==> src/rtl/piso_serializer_if.sv <==
`default_nettype none
// ============================================================================
//  Module      : piso_serializer_if
//  Description : Load/ready handshake and serial output bundle for the
//                parallel-in/serial-out framer.
//  Revision    : 1.0 - initial release
// ============================================================================
interface piso_serializer_if #(
  parameter int WIDTH = 8
);
  logic [WIDTH-1:0] din;       // parallel word, sampled on accepted load
  logic             load;      // load request
  logic             ready;     // serializer can accept a load this cycle
  logic             sout;      // serial data
  logic             sout_vld;  // sout carries a frame bit
  logic             busy;      // frame in progress
  logic             done;      // one-cycle end-of-frame pulse

  // Producer side: offers words and observes the serial stream.
  modport master (
    output din,
    output load,
    input  ready,
    input  sout,
    input  sout_vld,
    input  busy,
    input  done
  );

  // Serializer side.
  modport slave (
    input  din,
    input  load,
    output ready,
    output sout,
    output sout_vld,
    output busy,
    output done
  );
endinterface
`default_nettype wire

==> src/rtl/piso_serializer.sv <==
`default_nettype none
// ============================================================================
//  Module      : piso_serializer
//  Description : Parallel-in/serial-out framer. Accepts a WIDTH-bit word on a
//                load/ready handshake and shifts it out one bit per DIV
//                clocks, MSB or LSB first. Back-to-back loads accepted in the
//                final clock of a frame continue the stream with no gap.
//  Revision    : 1.0 - initial release
// ============================================================================
module piso_serializer #(
  parameter int WIDTH     = 8,    // frame width in bits (>= 2)
  parameter int DIV       = 1,    // clocks per serial bit (>= 1)
  parameter bit MSB_FIRST = 1'b1, // 1: MSB leaves first, 0: LSB first
  parameter bit IDLE_LVL  = 1'b0  // sout level outside a frame
) (
  input  logic               clk,
  input  logic               rst,
  piso_serializer_if.slave   bus
);

  // --------------------------------------------------------------------------
  // Constants
  // --------------------------------------------------------------------------
  localparam int c_bit_w = $clog2(WIDTH);
  localparam int c_div_w = (DIV > 1) ? $clog2(DIV) : 1;

  localparam logic [c_bit_w-1:0] c_bit_last = c_bit_w'(WIDTH - 1);

  typedef enum logic [0:0] {
    ST_IDLE  = 1'b0,
    ST_SHIFT = 1'b1
  } state_t;

  // --------------------------------------------------------------------------
  // State
  // --------------------------------------------------------------------------
  state_t             state_q;
  logic [WIDTH-1:0]   shift_q;     // remaining word, head bit at the exit end
  logic [c_bit_w-1:0] bit_cnt_q;   // index of the bit currently on sout
  logic [c_div_w-1:0] div_cnt_q;   // clock within the current bit period
  logic               sout_q;
  logic               sout_vld_q;
  logic               busy_q;
  logic               done_q;

  // Next-state values for the shift path and the divider.
  logic [WIDTH-1:0]   shift_d;
  logic [c_div_w-1:0] div_cnt_d;

  logic w_div_last;    // last clock of the current bit period
  logic w_bit_last;    // the final bit of the frame is on sout
  logic w_frame_end;   // final clock of the frame
  logic w_ready;
  logic w_accept;
  logic w_load_head;   // first bit of the word presented on din
  logic w_next_head;   // bit that follows the current head in shift_q

  // --------------------------------------------------------------------------
  // Bit-period divider. With DIV=1 every clock closes a bit period and the
  // counter stays at zero.
  // --------------------------------------------------------------------------
  generate
    if (DIV == 1) begin : g_div_single
      assign w_div_last = 1'b1;
      assign div_cnt_d  = '0;
    end else begin : g_div_multi
      localparam logic [c_div_w-1:0] c_div_last = c_div_w'(DIV - 1);
      assign w_div_last = (div_cnt_q == c_div_last);
      assign div_cnt_d  = w_div_last ? '0 : (div_cnt_q + c_div_w'(1));
    end
  endgenerate

  // --------------------------------------------------------------------------
  // Bit ordering. shift_q always keeps the word so that the bit currently on
  // sout sits at the exit end; advancing discards it and brings the next one.
  // --------------------------------------------------------------------------
  generate
    if (MSB_FIRST) begin : g_msb_first
      assign w_load_head = bus.din[WIDTH-1];
      assign w_next_head = shift_q[WIDTH-2];
      assign shift_d     = {shift_q[WIDTH-2:0], 1'b0};
    end else begin : g_lsb_first
      assign w_load_head = bus.din[0];
      assign w_next_head = shift_q[1];
      assign shift_d     = {1'b0, shift_q[WIDTH-1:1]};
    end
  endgenerate

  // --------------------------------------------------------------------------
  // Handshake. ready depends on registers only, so a producer may compute
  // load from ready in the same cycle without forming a loop.
  // --------------------------------------------------------------------------
  assign w_bit_last  = (bit_cnt_q == c_bit_last);
  assign w_frame_end = (state_q == ST_SHIFT) && w_bit_last && w_div_last;
  assign w_ready     = (state_q == ST_IDLE) || w_frame_end;
  assign w_accept    = bus.load && w_ready;

  // --------------------------------------------------------------------------
  // Framing state machine with registered outputs. Reset aborts any frame in
  // flight without a done pulse and overrides a coincident load.
  // --------------------------------------------------------------------------
  always_ff @(posedge clk) begin
    if (rst) begin
      state_q    <= ST_IDLE;
      shift_q    <= '0;
      bit_cnt_q  <= '0;
      div_cnt_q  <= '0;
      sout_q     <= IDLE_LVL;
      sout_vld_q <= 1'b0;
      busy_q     <= 1'b0;
      done_q     <= 1'b0;
    end else begin
      done_q <= 1'b0;
      case (state_q)
        ST_IDLE: begin
          if (w_accept) begin
            state_q    <= ST_SHIFT;
            shift_q    <= bus.din;
            sout_q     <= w_load_head;
            sout_vld_q <= 1'b1;
            busy_q     <= 1'b1;
            bit_cnt_q  <= '0;
            div_cnt_q  <= '0;
          end
        end

        ST_SHIFT: begin
          div_cnt_q <= div_cnt_d;
          if (w_div_last) begin
            if (w_bit_last) begin
              // Frame complete: done pulses whether or not a new word follows.
              done_q    <= 1'b1;
              bit_cnt_q <= '0;
              if (w_accept) begin
                // Gapless reload: the next frame's head bit takes over sout.
                shift_q <= bus.din;
                sout_q  <= w_load_head;
              end else begin
                state_q    <= ST_IDLE;
                shift_q    <= '0;
                sout_q     <= IDLE_LVL;
                sout_vld_q <= 1'b0;
                busy_q     <= 1'b0;
              end
            end else begin
              bit_cnt_q <= bit_cnt_q + c_bit_w'(1);
              shift_q   <= shift_d;
              sout_q    <= w_next_head;
            end
          end
        end

        default: begin
          state_q <= ST_IDLE;
        end
      endcase
    end
  end

  // --------------------------------------------------------------------------
  // Outputs
  // --------------------------------------------------------------------------
  assign bus.ready    = w_ready;
  assign bus.sout     = sout_q;
  assign bus.sout_vld = sout_vld_q;
  assign bus.busy     = busy_q;
  assign bus.done     = done_q;

endmodule
`default_nettype wire

==> src/flat_wrapper.sv <==
// flat-port wrapper written by rule: the top's interface ports become plain ports
module piso_serializer_flat 
#(
  parameter int WIDTH     = 8,                                 
  parameter int DIV       = 1,                                   
  parameter bit MSB_FIRST = 1'b1,                                     
  parameter bit IDLE_LVL  = 1'b0                               
)
  (clk, rst, bus_din, bus_load, bus_ready, bus_sout, bus_sout_vld, bus_busy, bus_done);
  piso_serializer_if #(.WIDTH(WIDTH)) bus_i ();
  input  logic clk;
  input  logic rst;
  input wire logic [$bits(bus_i.din)-1:0] bus_din;
  input wire logic [$bits(bus_i.load)-1:0] bus_load;
  output wire logic [$bits(bus_i.ready)-1:0] bus_ready;
  output wire logic [$bits(bus_i.sout)-1:0] bus_sout;
  output wire logic [$bits(bus_i.sout_vld)-1:0] bus_sout_vld;
  output wire logic [$bits(bus_i.busy)-1:0] bus_busy;
  output wire logic [$bits(bus_i.done)-1:0] bus_done;
  assign bus_i.din = bus_din;
  assign bus_i.load = bus_load;
  assign bus_ready = bus_i.ready;
  assign bus_sout = bus_i.sout;
  assign bus_sout_vld = bus_i.sout_vld;
  assign bus_busy = bus_i.busy;
  assign bus_done = bus_i.done;
  piso_serializer #(.WIDTH(WIDTH), .DIV(DIV), .MSB_FIRST(MSB_FIRST), .IDLE_LVL(IDLE_LVL)) u_core (.clk(clk), .rst(rst), .bus(bus_i));
endmodule
==> config.mk <==
export PLATFORM = sky130hd
export DESIGN_NAME = piso_serializer_flat
export DESIGN_NICKNAME = d
export VERILOG_FILES = /design/src/rtl/piso_serializer_if.sv /design/src/rtl/piso_serializer.sv /design/src/flat_wrapper.sv
export SDC_FILE = /design/constraint.sdc
export NUM_CORES = 1
export LEC_CHECK = 0
export BUFFER_PORTS_ARGS = -buffer_cell sky130_fd_sc_hd__buf_2
export CAP_MARGIN = 30
export CELL_PAD_IN_SITES_DETAIL_PLACEMENT = 0
export CELL_PAD_IN_SITES_GLOBAL_PLACEMENT = 1
export CORE_MARGIN = 1.5
export CORE_UTILIZATION = 41
export CTS_BUF_LIST = sky130_fd_sc_hd__clkbuf_2 sky130_fd_sc_hd__clkbuf_4 sky130_fd_sc_hd__clkbuf_8
export DETAILED_ROUTE_END_ITERATION = 7
export PLACE_DENSITY_LB_ADDON = 0.1
export SYNTH_ARGS = -nofsm -noshare
export SYNTH_HDL_FRONTEND = slang
export SYNTH_SLANG_ARGS = --single-unit
==> constraint.sdc <==
create_clock -name clk -period 1.5 [get_ports clk]
set_input_delay 0.15 -clock clk [delete_from_list [all_inputs] [get_ports clk]]
set_output_delay 0.15 -clock clk [all_outputs]
set_load 0.1 [all_outputs]
==> impl_metrics.env <==
export IMPL_synth_nets=92
export IMPL_syn_area_um2=732.0
export IMPL_post_dp_cell_area_um2=810.8
export IMPL_ys_ff_latch=14
export IMPL_grt_max_degree=27
export IMPL_grt_use_met3=0.04400
export IMPL_synth_area_leader_cell="dfxtp_1"
export IMPL_cp_slowest_cell="dfxtp_2"
export IMPL_cp_required_ns=1.35
export IMPL_power_density_nw_per_um2=985.4
export IMPL_clock_sinks=14
export IMPL_drv_slew=0
export IMPL_power_switching_mw=0.2522
export IMPL_drc=0
export IMPL_row_count=15
export IMPL_dp_hpwl_um=873.8
export IMPL_path_buf_inv=2
export IMPL_crit_chain="ha_4, ha_4, nor2b_4, clkinvlp_4, buf_12"
export IMPL_crit_family="flip-flops"
export IMPL_drv_cap=0
export IMPL_status="finished clean"
export IMPL_final_fill_count=166
export IMPL_grt_pass1_wl_um=2235
export IMPL_antenna_cells=0
export IMPL_rsz0062_at_grt="true"
export IMPL_io_pins=16
export IMPL_switching_share=0.2939
export IMPL_insertion_delay_ns=0.27
export IMPL_numCtsBuffers=3
export IMPL_ctsLongestPathBuffers=2
export IMPL_via_per_inst=5.119
export IMPL_power_frac_seq=0.475
export IMPL_drt_iter0_drc=7
export IMPL_synth_area_top_cells="dfxtp_1 38%, a32oi_1 8.4%, mux2i_1 6.8%, buf_6 6.2%, nor2_1 4.6%"
export IMPL_avgRoutedWirePerCell_um=11.47
export IMPL_hold_violations=0
export IMPL_final_nets=107
export IMPL_crit_type="flip-flop to primary output"
export IMPL_vias=604
export IMPL_first_global_vias=520
export IMPL_track_usage=0.1518
export IMPL_final_area_um2=870.8
export IMPL_min_period_ns=1.484
export IMPL_pwr_share_clk=0.313
export IMPL_yosysSeqAreaShare=0.3829
export IMPL_die_y_um=45.25
export IMPL_vdd_ir_drop_worst_mv=0.4468
export IMPL_critical_path_most_common_cell="ha_4"
export IMPL_arrival_ns=1.33
export IMPL_grt_util_met2=0.2343
export IMPL_hold_buffers=0
export IMPL_start_kind="flip-flop"
export IMPL_yosys_cell_types_count=23
export IMPL_ant_nets=0
export IMPL_combPwrFrac=0.213
export IMPL_htreeDepth=1
export IMPL_die_w_um=45.25
export IMPL_routed_wl_um=1354
export IMPL_clock_skew_ns=0.003420
export IMPL_tritoncts="done"
export IMPL_leakagePower_nw=0.3759
export IMPL_hold_path_class="primary input to flip-flop"
export IMPL_cts_root_buf="clkbuf_4"
export IMPL_internal_power_mw=0.6059
export IMPL_finalCritPeriodShare=0.9891
export IMPL_report_power_total_mw=0.8582
export IMPL_grt_busiest_layer="met2"
export IMPL_area_growth_pct=18.97
export IMPL_cp_end_kind="primary output"
export IMPL_path_clk_slew_ns=0.09
export IMPL_initial_core_util=0.4286
export IMPL_overflow=0
export IMPL_synth_avg_cell_area_um2=9.265
export IMPL_synth_top_area_frac=0.3829
export IMPL_register_area_um2=284.0
export IMPL_grt_use_met1=0.2015
export IMPL_multi_input_area_um2=376.6
export IMPL_ys_warn_count=0
export IMPL_crit_path_max_fanout=2
export IMPL_design_core_area_um2=1708
export IMPL_max_stage_delay_ns=0.34
export IMPL_finalSetupViolations=0
export IMPL_io_buffers=15
export IMPL_synthCells=79
export IMPL_dr_pass1_iters=4
export IMPL_layout_drive_gt1_share=0.3226
export IMPL_place_congestion=0.6649
export IMPL_worst_pin_slew_ns=0.4841
export IMPL_die_area_um2=2048
export IMPL_grt_antenna_before_repair=0
export IMPL_timing_slew_headroom=0.6795
export IMPL_fmax_mhz=674.0
cell usage after synthesis:
cell,count
a21oi_1,5
or2_0,3
a211oi_1,4
o21a_1,1
nor3b_1,2
inv_1,5
nand3_1,1
nor2b_1,1
nor3_1,4
buf_4,1
dfxtp_1,14
nor2_1,9
nor2b_4,1
a21o_1,4
o22ai_1,1
a32oi_1,7
mux2i_1,5
clkbuf_1,1
nand2_1,1
ha_1,2
buf_8,1
buf_6,4
buf_2,2
logic make-up after synthesis:
group	share of synthesized area
multiplexers	0.06838
AO/OA/AOI/OAI	0.2188
flip-flops	0.3829
adder cells (fa/ha/maj)	0.03418
buffers and inverters	0.1367
AND/OR/NAND/NOR	0.1590
flip-flops by register name, indices dropped and copies added, names as in the netlist:
| name | count |
|---|---|
| u_core.bus.done | 1 |
| u_core.bit_cnt_q | 3 |
| u_core.shift_q | 7 |
| u_core.state_q | 1 |
| u_core.bus.sout_vld | 1 |
| u_core.bus.sout | 1 |
power groups by stage:
stage | registers, mW | logic, mW | clock network [mW]
after global routing | 0.410 | 0.199 | 0.296
after detailed placement | 0.416 | 0.179 | 0
after global placement | 0.416 | 0.178 | 0
after floorplan | 0.441 | 0.124 | 0
after CTS | 0.407 | 0.182 | 0.283
final | 0.407 | 0.182 | 0.268
routing by layer:
layer,share of wire,vias to the layer above
met3,0.070,2
met1,0.47,275
met2,0.45,16
met5,0,-
li1,-,311
met4,0.0074,0
what timing repair did:
| item | in CTS | in global routing |
|---|---|---|
| buffers inserted | 2 | 1 |
| endpoints found under the setup margin | 1 | 1 |
| endpoints found under the hold margin | 0 | 0 |
| cloned | 0 | 0 |
| pin swaps | 0 | 1 |
| resized for setup | 1 | 0 |
final cells by class:
| type | count | area share |
|---|---|---|
| Clock buffer | 4 | 0.04167 |
| Inverter | 5 | 0.02586 |
| Multi-Input combinational cell | 51 | 0.4325 |
| Sequential cell | 14 | 0.3261 |
| Tap cell | 25 | 0.03592 |
| Timing Repair Buffer | 19 | 0.1379 |
worst register-to-register path, cell delays in order (launching register included):
cell	delay (ns)
dfxtp_2	0.34
ha_4	0.16
ha_4	0.16
nor2b_4	0.13
buf_4	0.18
a32oi_1	0.06
a211oi_1	0.23
per-stage QoR:
step / setup TNS, ns / std cells / hold slack, ns / util / worst slack, ns
after floorplan: -0.02073 / 79 / 0.2228 / - / -0.02073
after global placement: 0 / 111 / 0.4758 / 0.4747 / 0.08416
after detailed placement: 0 / 111 / 0.4803 / 0.4747 / 0.03208
after CTS: 0 / 117 / 0.1856 / 0.5055 / 0.0005392
after global routing: -0.03842 / 118 / 0.2037 / 0.5099 / -0.03842
final: 0 / 118 / 0.1915 / 0.5099 / 0.01630
placed cells by master (no fill, tap or decap):
cell,n
o22ai_1,1
ha_4,2
a21oi_1,5
nor3_1,4
inv_1,4
o21a_1,1
nor2_1,9
buf_12,1
dfxtp_1,11
clkinvlp_4,1
nand3_1,1
a21o_1,4
buf_2,14
buf_4,4
a32oi_1,7
a211oi_1,4
nor2b_1,1
clkbuf_4,3
mux2i_1,5
nand2_1,1
or2_0,3
nor3b_1,2
clkbuf_8,1
dfxtp_2,3
nor2b_4,1
worst paths after layout:
path,startpoint,endpoint,slack (ns),cells past startpoint
worst max register to register,u_core.bit_cnt_q[0],u_core.shift_q[1],0.15,6
worst min register to register,u_core.bus.sout_vld,u_core.bus.sout_vld,0.52,2
worst max-delay path,u_core.bit_cnt_q[0],bus_ready,0.02,5
worst min-delay path,bus_din[7],u_core.bus.sout,0.19,3
(Power assumes the default switching activity.)
